--- src/rtl/core_pkg.sv ---
// Shared definitions for the fetch stage: FSM encoding, default width,
// default reset PC and the NOP instruction word.
package core_pkg;

   localparam int          N_DEFAULT        = 32;
   localparam logic [31:0] RESET_PC_DEFAULT = 32'h0000_0000;
   localparam logic [31:0] NOP_INSTR        = 32'h0000_0013;

   typedef enum logic [1:0] {
      IDLE  = 2'd0,
      FETCH = 2'd1,
      VALID = 2'd2,
      FAULT = 2'd3
   } fetch_state_e;

endpackage

--- src/rtl/pc_reg.sv ---
// Program counter register; keeps pc and pc+4 side by side so both
// change on the same edge. Async active-high reset to RESET_PC.
module pc_reg
   import core_pkg::*;
#(
   parameter int            N        = N_DEFAULT,
   parameter logic [N-1:0]  RESET_PC = '0
) (
   input  logic         clk,
   input  logic         rst,
   input  logic         load,
   input  logic [N-1:0] pc_d,
   output logic [N-1:0] pc_q,
   output logic [N-1:0] pc_plus4_q
);

   logic [N-1:0] pc_plus4_d;

   // Wraps modulo 2^N by construction of the N-bit adder.
   always_comb begin
      pc_plus4_d = pc_d + N'(4);
   end

   always_ff @(posedge clk or posedge rst) begin
      if (rst) begin
         pc_q       <= RESET_PC;
         pc_plus4_q <= RESET_PC + N'(4);
      end else if (load) begin
         pc_q       <= pc_d;
         pc_plus4_q <= pc_plus4_d;
      end
   end

endmodule

--- src/rtl/instr_fetch.sv ---
// Instruction fetch stage: owns the PC, fetches over req/ack, hands the word
// to decode over valid/ready. Optional macro IFETCH_MISALIGN_TRAP_EN traps misaligned targets.
module instr_fetch
   import core_pkg::*;
#(
   parameter int            n        = N_DEFAULT,
   parameter logic [n-1:0]  RESET_PC = n'(RESET_PC_DEFAULT)
) (
   input  logic         clk,
   input  logic         rst,
   output logic         imem_req,
   output logic [n-1:0] imem_addr,
   input  logic         imem_ack,
   input  logic [n-1:0] imem_rdata,
   output logic [n-1:0] instr,
   output logic         instr_valid,
   input  logic         instr_ready,
   input  logic         PCSel,
   input  logic [n-1:0] alu_target,
   output logic [n-1:0] pc,
   output logic [n-1:0] pc_plus4,
   output logic         fault
);

   localparam logic [n-1:0] ALIGN_MASK = ~n'(3);

   fetch_state_e state_q, state_d;
   logic [n-1:0] instr_q, instr_d;
   logic [n-1:0] pc_d, pc_q, pc_plus4_q;
   logic [n-1:0] next_pc_raw;
   logic         pc_load;

   pc_reg #(
      .N        (n),
      .RESET_PC (RESET_PC)
   ) u_pc_reg (
      .clk        (clk),
      .rst        (rst),
      .load       (pc_load),
      .pc_d       (pc_d),
      .pc_q       (pc_q),
      .pc_plus4_q (pc_plus4_q)
   );

   always_ff @(posedge clk or posedge rst) begin
      if (rst) begin
         state_q <= IDLE;
         instr_q <= n'(NOP_INSTR);
      end else begin
         state_q <= state_d;
         instr_q <= instr_d;
      end
   end

   always_comb begin
      state_d     = state_q;
      instr_d     = instr_q;
      pc_load     = 1'b0;
      next_pc_raw = PCSel ? alu_target : pc_plus4_q;
      pc_d        = next_pc_raw & ALIGN_MASK;

      case (state_q)
         IDLE: begin
            state_d = FETCH;
         end
         FETCH: begin
            if (imem_ack) begin
               instr_d = imem_rdata;
               state_d = VALID;
            end
         end
         VALID: begin
            if (instr_ready) begin
               pc_load = 1'b1;
`ifdef IFETCH_MISALIGN_TRAP_EN
               // The raw target is kept in pc so the trap handler can see it.
               pc_d = next_pc_raw;
               if (next_pc_raw[1:0] != 2'b00) begin
                  state_d = FAULT;
               end else begin
                  state_d = FETCH;
               end
`else
               state_d = FETCH;
`endif
            end
         end
         FAULT: begin
            state_d = FAULT;
         end
         default: begin
            state_d = IDLE;
         end
      endcase
   end

   assign imem_req    = (state_q == FETCH);
   assign imem_addr   = pc_q;
   assign instr       = instr_q;
   assign instr_valid = (state_q == VALID);
   assign pc          = pc_q;
   assign pc_plus4    = pc_plus4_q;

`ifdef IFETCH_MISALIGN_TRAP_EN
   assign fault = (state_q == FAULT);
`else
   assign fault = 1'b0;
`endif

endmodule

--- config.mk ---
export PLATFORM = sky130hd
export DESIGN_NAME = instr_fetch
export DESIGN_NICKNAME = d
export VERILOG_FILES = /design/src/rtl/core_pkg.sv /design/src/rtl/pc_reg.sv /design/src/rtl/instr_fetch.sv
export SDC_FILE = /design/constraint.sdc
export NUM_CORES = 1
export LEC_CHECK = 0
export CORE_MARGIN = 10
export CORE_UTILIZATION = 41
export DETAILED_ROUTE_END_ITERATION = 16
export GPL_TIMING_DRIVEN = 0
export PLACE_DENSITY = 0.75
export SETUP_SLACK_MARGIN = 0.1
export SLEW_MARGIN = 30
export SYNTH_ARGS = -nofsm -noshare
export SYNTH_HDL_FRONTEND = slang
export SYNTH_SLANG_ARGS = --single-unit
export TNS_END_PERCENT = 50
--- constraint.sdc ---
create_clock -name clk -period 3.35 [get_ports clk]
set_clock_uncertainty 0.15 [all_clocks]
set_input_delay 0.67 -clock clk [delete_from_list [all_inputs] [get_ports clk]]
set_output_delay 0.67 -clock clk [all_outputs]
set_load 0.01 [all_outputs]
=== Yosys cells after proc, flatten, opt, wreduce, memory -nomap -nowiden ===
Cells that the tools add are included.
W data, S select, Z words.

* Bits in registers: 96
* Bits in latches: 0
* RAM bits: 0
* ROM bits: 0
* Input port bits: 69
* Logic and storage cells: 19
* Memories kept: 0

* Add/sub/neg operators: 1
* $mul: 0
* Divide/modulo/power cells: 0
* Magnitude comparators: 0
* Equal/unequal tests: 5
* Shift-type cells: 0
* Mux-type cells: 6
* Bitwise operators: 0
* Reductions and logical operators: 3

{| class="wikitable"
|+ Operator list
! cell !! count
|-
| $add A32 B3 Y32 const B || 1
|-
| $mux W32 || 1
|-
| $pmux W2 S4 || 1
|-
| $eq A2 B2 Y1 const B || 2
|-
| $mux W2 || 2
|-
| $ne A2 B1 Y1 const B || 2
|-
| $reduce_and A2 Y1 || 2
|-
| $eq A2 B1 Y1 const B || 1
|-
| $logic_not A2 Y1 || 1
|-
| $mux W1 || 2
|}

=== Longest topological paths before layout ===
* Word-level depth: 3
* Gate-level depth with buffers: 13

=== Hierarchy ===
Synthesis repeated with hierarchy kept, for this count alone.

* Cell total of the unflattened synthesis: 409
* Area, all modules: 4913.5 um2

{| class="wikitable"
|+ Modules (own cells, without submodules)
! module !! times used !! cells an instance !! area an instance (um2) !! seq. area each (um2)
|-
| pc_reg || 1 || 264 || 2886.5 || 1552.7
|-
| instr_fetch || 1 || 145 || 2026.9 || 854.6
|}

=== Worst setup path after synthesis ===
No wires, ideal clock.

* Path type: input to register
* Start: in PCSel
* End: reg u_pc_reg.pc_plus4_q[30]
* Library setup time: 133 ps
* Arrival: 3059 ps
* Required time: 3067 ps
* Path slack: 8 ps
* Cell stages on the path: 13
* Buffers on the path: 5
* Path through: buf_6 buf_6 buf_4 buf_4 buf_2 mux2_2 ha_1 inv_1 a221oi_4 nand4_4 a2111oi_4 mux2i_1 o211ai_1

* Longest elaborated chain between the ends: 2

{| class="wikitable"
|+ Ends and longest elaborated chain
! what !! RTL line !! source
|-
| start: declaration || instr_fetch.sv:18 || <nowiki>input logic PCSel,</nowiki>
|-
| $mux W32 || instr_fetch.sv:59 || <nowiki>next_pc_raw = PCSel ? alu_target : pc_plus4_q;</nowiki>
|-
| net next_pc_raw[3] || instr_fetch.sv:30 || <nowiki>logic [n-1:0] next_pc_raw;</nowiki>
|-
| $add A32 B3 Y32 || pc_reg.sv:21 || <nowiki>pc_plus4_d = pc_d + N'(4);</nowiki>
|-
| end signal: assignment || pc_reg.sv:27 || <nowiki>pc_plus4_q <= RESET_PC + N'(4);</nowiki>
|-
| end signal: assignment || pc_reg.sv:30 || <nowiki>pc_plus4_q <= pc_plus4_d;</nowiki>
|-
| end: declaration || pc_reg.sv:14 || <nowiki>output logic [N-1:0] pc_plus4_q</nowiki>
|}

The timed path passes the listed nets, and every way through them passes these cells.
A chain may end at the register's enable or synchronous reset.

=== Worst setup path in the final report ===
* Start: in PCSel
* End: reg u_pc_reg.pc_plus4_q[24]

The elaborated chain is that of the path after synthesis.

==> summary.txt <==
Clocking
  – CTS Hold Bufs: 0
  – H-Tree Level Count: 3
  – CTS max path bufs: 2
  – CTS Buf Count: 9
  – Clock transition at path regs: 0.07 ns
  – CTS tree: built
  – Root Buffer: clkbuf_16
  – Clock sinks: 94
  – Clk_lat worst skew: 0.35 ns

Global route
  – Vias in the first global route: ~5300
  – Pin count of the biggest net entering global routing: 28
  – Met3 Use GR: 0.04797
  – Congestion Overflow GR: 0
  – Initial antenna violation count: 0
  – All-Layer GR Usage: 0.1991
  – GR Util met2: 0.3380
  – First-pass GRT wire length: approximately 29 mm
  – Most Used Layer, Global Route: met2
  – M1 GR Usage: 0.2341

Final layout
  – Final nets: roughly 830
  – Fill cell count: approximately 1100
  – Fin cells: roughly 940
  – Area grow syn2layout: 46.90%
  – Share of cells above drive strength 1: 0.1786
  – Antenna Diode Count: 0
  – Final instance area: 8128 sq um
  – Final design utilization: 0.6138

Placement
  – GP Congestion: between 0.9 and 1
  – Placed cells: 924
  – Port bufs: 190
  – Dpl hpwl: 14.92 mm
  – Cell area after placement: just under 8000 sq um

STA
  – Count of pins over their slew limit: 0
  – Worst-Margin Slew: roughly 0.65 ns
  – Worst Hold Slack: about 0.35 ns
  – Slew margin rel.: 0.5634
  – Min Tclk post-route: approximately 3.1 ns
  – Hold Fails Final Rpt: 0
  – FMAX: about 0.32 GHz
  – Unrepaired setup endpoints after global routing: false
  – Period utilisation layout: 0.9308
  – Final setup viols: 0

Synthesis
  – Commonest cells in the netlist: dfrtp_1 (90), nand2_1 (63), buf_4 (41), o21ai_0 (41), mux2_2 (35)
  – Post-synthesis sequential area ratio: 0.4261
  – Synth Instances: 548
  – Post-synth top area cell: dfrtp_1
  – Top-count cell post-synth: dfrtp_1
  – Top cell type's share of synthesized area: 0.4071
  – Cell variety after synth: 67
  – Async SR Flop Fraction: 1.000
  – EDFF count, synth: 0
  – Yosys warns: 0
  – Post-synthesis cell area: ~5500 sq um
  – Post-synthesis area per instance: a little over 10 sq um
  – Dominant synthesized flop cell: dfrtp_1
  – Top cells by area, synth: dfrtp_1 (41%), mux2_2 (7.1%), buf_4 (5.6%)
  – Yosys reg bits: between 90 and 100

Routing
  – Vias: 5228
  – Post-DR vias/cell: ~5.5
  – DRT iter0 DRCs: ~530
  – Residual DRC count: 0
  – ANT nets after route: 0
  – Post-Route WL: 19.29 mm
  – DRT Pass-1 Iters: 5
  – WL/cell: about 20 um

Floorplan
  – Number of core rows: 42
  – Core area: around 13000 sq um
  – Die span in x: roughly 140 um
  – Ports: 200
  – Full die area: ~19000 sq um
  – Initial cell density of the core: 0.4178
  – Die Ht: between 100 and 150 um

Power
  – Worst VDD drop: between 0.0003 and 0.0004 V
  – Power Density: 666.6 nW/um^2
  – Leak Pwr: about 3.3 nW

Setup path
  – Critical Path Most Common Cell: buf_8
  – WP data arrival: around 3.2 ns
  – Max incr delay on CP: 0.32 ns
  – WS Path Type: in2reg
  – Worst path buffer plus inverter count: 7
  – Cell family with most CP delay: buffers and inverters
  – CP Capture Type: flip-flop
  – Crit path cell chain: clkbuf_2, buf_6, buf_6, buf_8, buf_8, buf_8, mux2_4, ha_4, inv_2, a221oi_4, nand4_1, nor3_4, xor2_1, a221o_1
  – CP Launch Type: input port
  – CP max stage cell: a221o_1
  – WP data required: ~3.4 ns
  – Critical Path Fanout Max: 10

Outcome
  – Status: finished clean

Min path
  – Worst Hold Class: reg2reg

Run
  – Max-Cap Viols: 0
[kinds of logic (layout without fill, tap and decap cells)]
| logic type | count (synthesis) | after routing | synth area share |
|---|---|---|---|
| adder cells (fa/ha/maj) | 1 | 1 | 0.002261 |
| buffers and inverters | 73 | 286 | 0.08096 |
| AND/OR/NAND/NOR | 174 | 174 | 0.1796 |
| XOR/XNOR | 26 | 26 | 0.04116 |
| multiplexers | 59 | 59 | 0.1153 |
| other | 1 | 7 | 0.0006778 |
| AO/OA/AOI/OAI | 120 | 120 | 0.1540 |
| flip-flops | 94 | 94 | 0.4261 |
[area by class of cell]
cell class | count | area [sq um] | area share
clock inverters | 6 | 46.29 | 0.005696
flip-flops and latches | 94 | 2357 | 0.2900
well taps | 176 | 220.2 | 0.02709
inverters | 6 | 26.28 | 0.003233
multi-input cells | 387 | 2773 | 0.3411
plain buffers | 67 | 450.4 | 0.05542
repair buffers | 198 | 2029 | 0.2497
clock buffers | 9 | 225.2 | 0.02771
[layout by cell type, fill, tap and decap left out, drive strengths merged, types with 3 or more instances in the layout]
cell	netlist	routed
nand2	63	63
xnor2	12	12
mux2	35	35
o21ai	42	42
nand3	17	17
a21oi	24	24
clkbuf	11	21
inv	5	7
a211oi	6	6
nand3b	10	10
a32o	4	4
o21a	3	3
buf	56	64
a22oi	7	7
a32oi	3	3
a2111oi	3	3
dfstp	4	4
a221oi	5	5
nor2	22	22
nor4	4	4
dfrtp	90	90
a31oi	3	3
nand4b	3	3
conb	1	7
clkdlybuf4s50	0	189
clkinvlp	0	3
nand4	6	6
nor2b	17	17
o211ai	12	12
xor2	14	14
mux2i	24	24
nor3	19	19
[worst paths after layout]
| check | start | to | slack (ns) | depth (start not counted) |
|---|---|---|---|---|
| max | PCSel | u_pc_reg.pc_plus4_q[24] | 0.23 | 14 |
| min in group asynchronous | rst | instr[21] | 0.50 | 2 |
| min reg2reg | u_pc_reg.pc_plus4_q[2] | u_pc_reg.pc_plus4_q[2] | 0.35 | 2 |
| min | u_pc_reg.pc_plus4_q[2] | u_pc_reg.pc_plus4_q[2] | 0.35 | 2 |
| max reg2reg | u_pc_reg.pc_plus4_q[2] | u_pc_reg.pc_plus4_q[24] | 0.82 | 8 |
| max in group asynchronous | rst | instr[1] | 1.88 | 4 |
[sequential cells by signal, summed over array words and instances, names as in the netlist]
register             count
instr                   32
state_q                  2
u_pc_reg.pc_q           30
u_pc_reg.pc_plus4_q     30
[per-layer routing]
metal,part of all wire,vias to the layer above
met5,0,-
met4,0.028,0
met3,0.089,37
met2,0.49,293
met1,0.39,2553
li1,-,2345
[metrics by stage]
| step | setup WS (ns) | TNS (ns) | power [mW] |
|---|---|---|---|
| 3_5_place_dp | -0.9489 | -11.74 | 4.498 |
| 4_1_cts | 0.1212 | 0 | 5.477 |
| 3_3_place_gp | -0.9182 | -10.45 | 4.407 |
| 2_1_floorplan | 0.1028 | 0 | 2.942 |
| 5_1_grt | 0.1453 | 0 | 5.698 |
| 6_report | 0.2318 | 0 | 5.418 |
[worst reg2reg max path, delay by kind of cell (launching register included)]
kind	cells	cell delay, ns
adder cells (fa/ha/maj)	1	0.15
buffers and inverters	1	0.05
AO/OA/AOI/OAI	2	0.62
multiplexers	1	0.20
AND/OR/NAND/NOR	2	0.56
XOR/XNOR	1	0.10
flip-flops	1	0.58
[where the power goes]
part / internal (mW) / leakage (nW) / total [mW] / switching, mW
Combinational: 1.56 / 2.11 / 2.53 / 0.978
Clock: 0.506 / 0.129 / 0.972 / 0.466
Sequential: 1.56 / 1.10 / 1.91 / 0.347
[repair_timing]
action / 4_1_cts / 5_1_grt
gates resized for setup: 10 / 1
pin swaps: 4 / 2
setup endpoints to repair: 12 / 6
buffers inserted: 4 / 0
(Power assumes the default switching activity.)
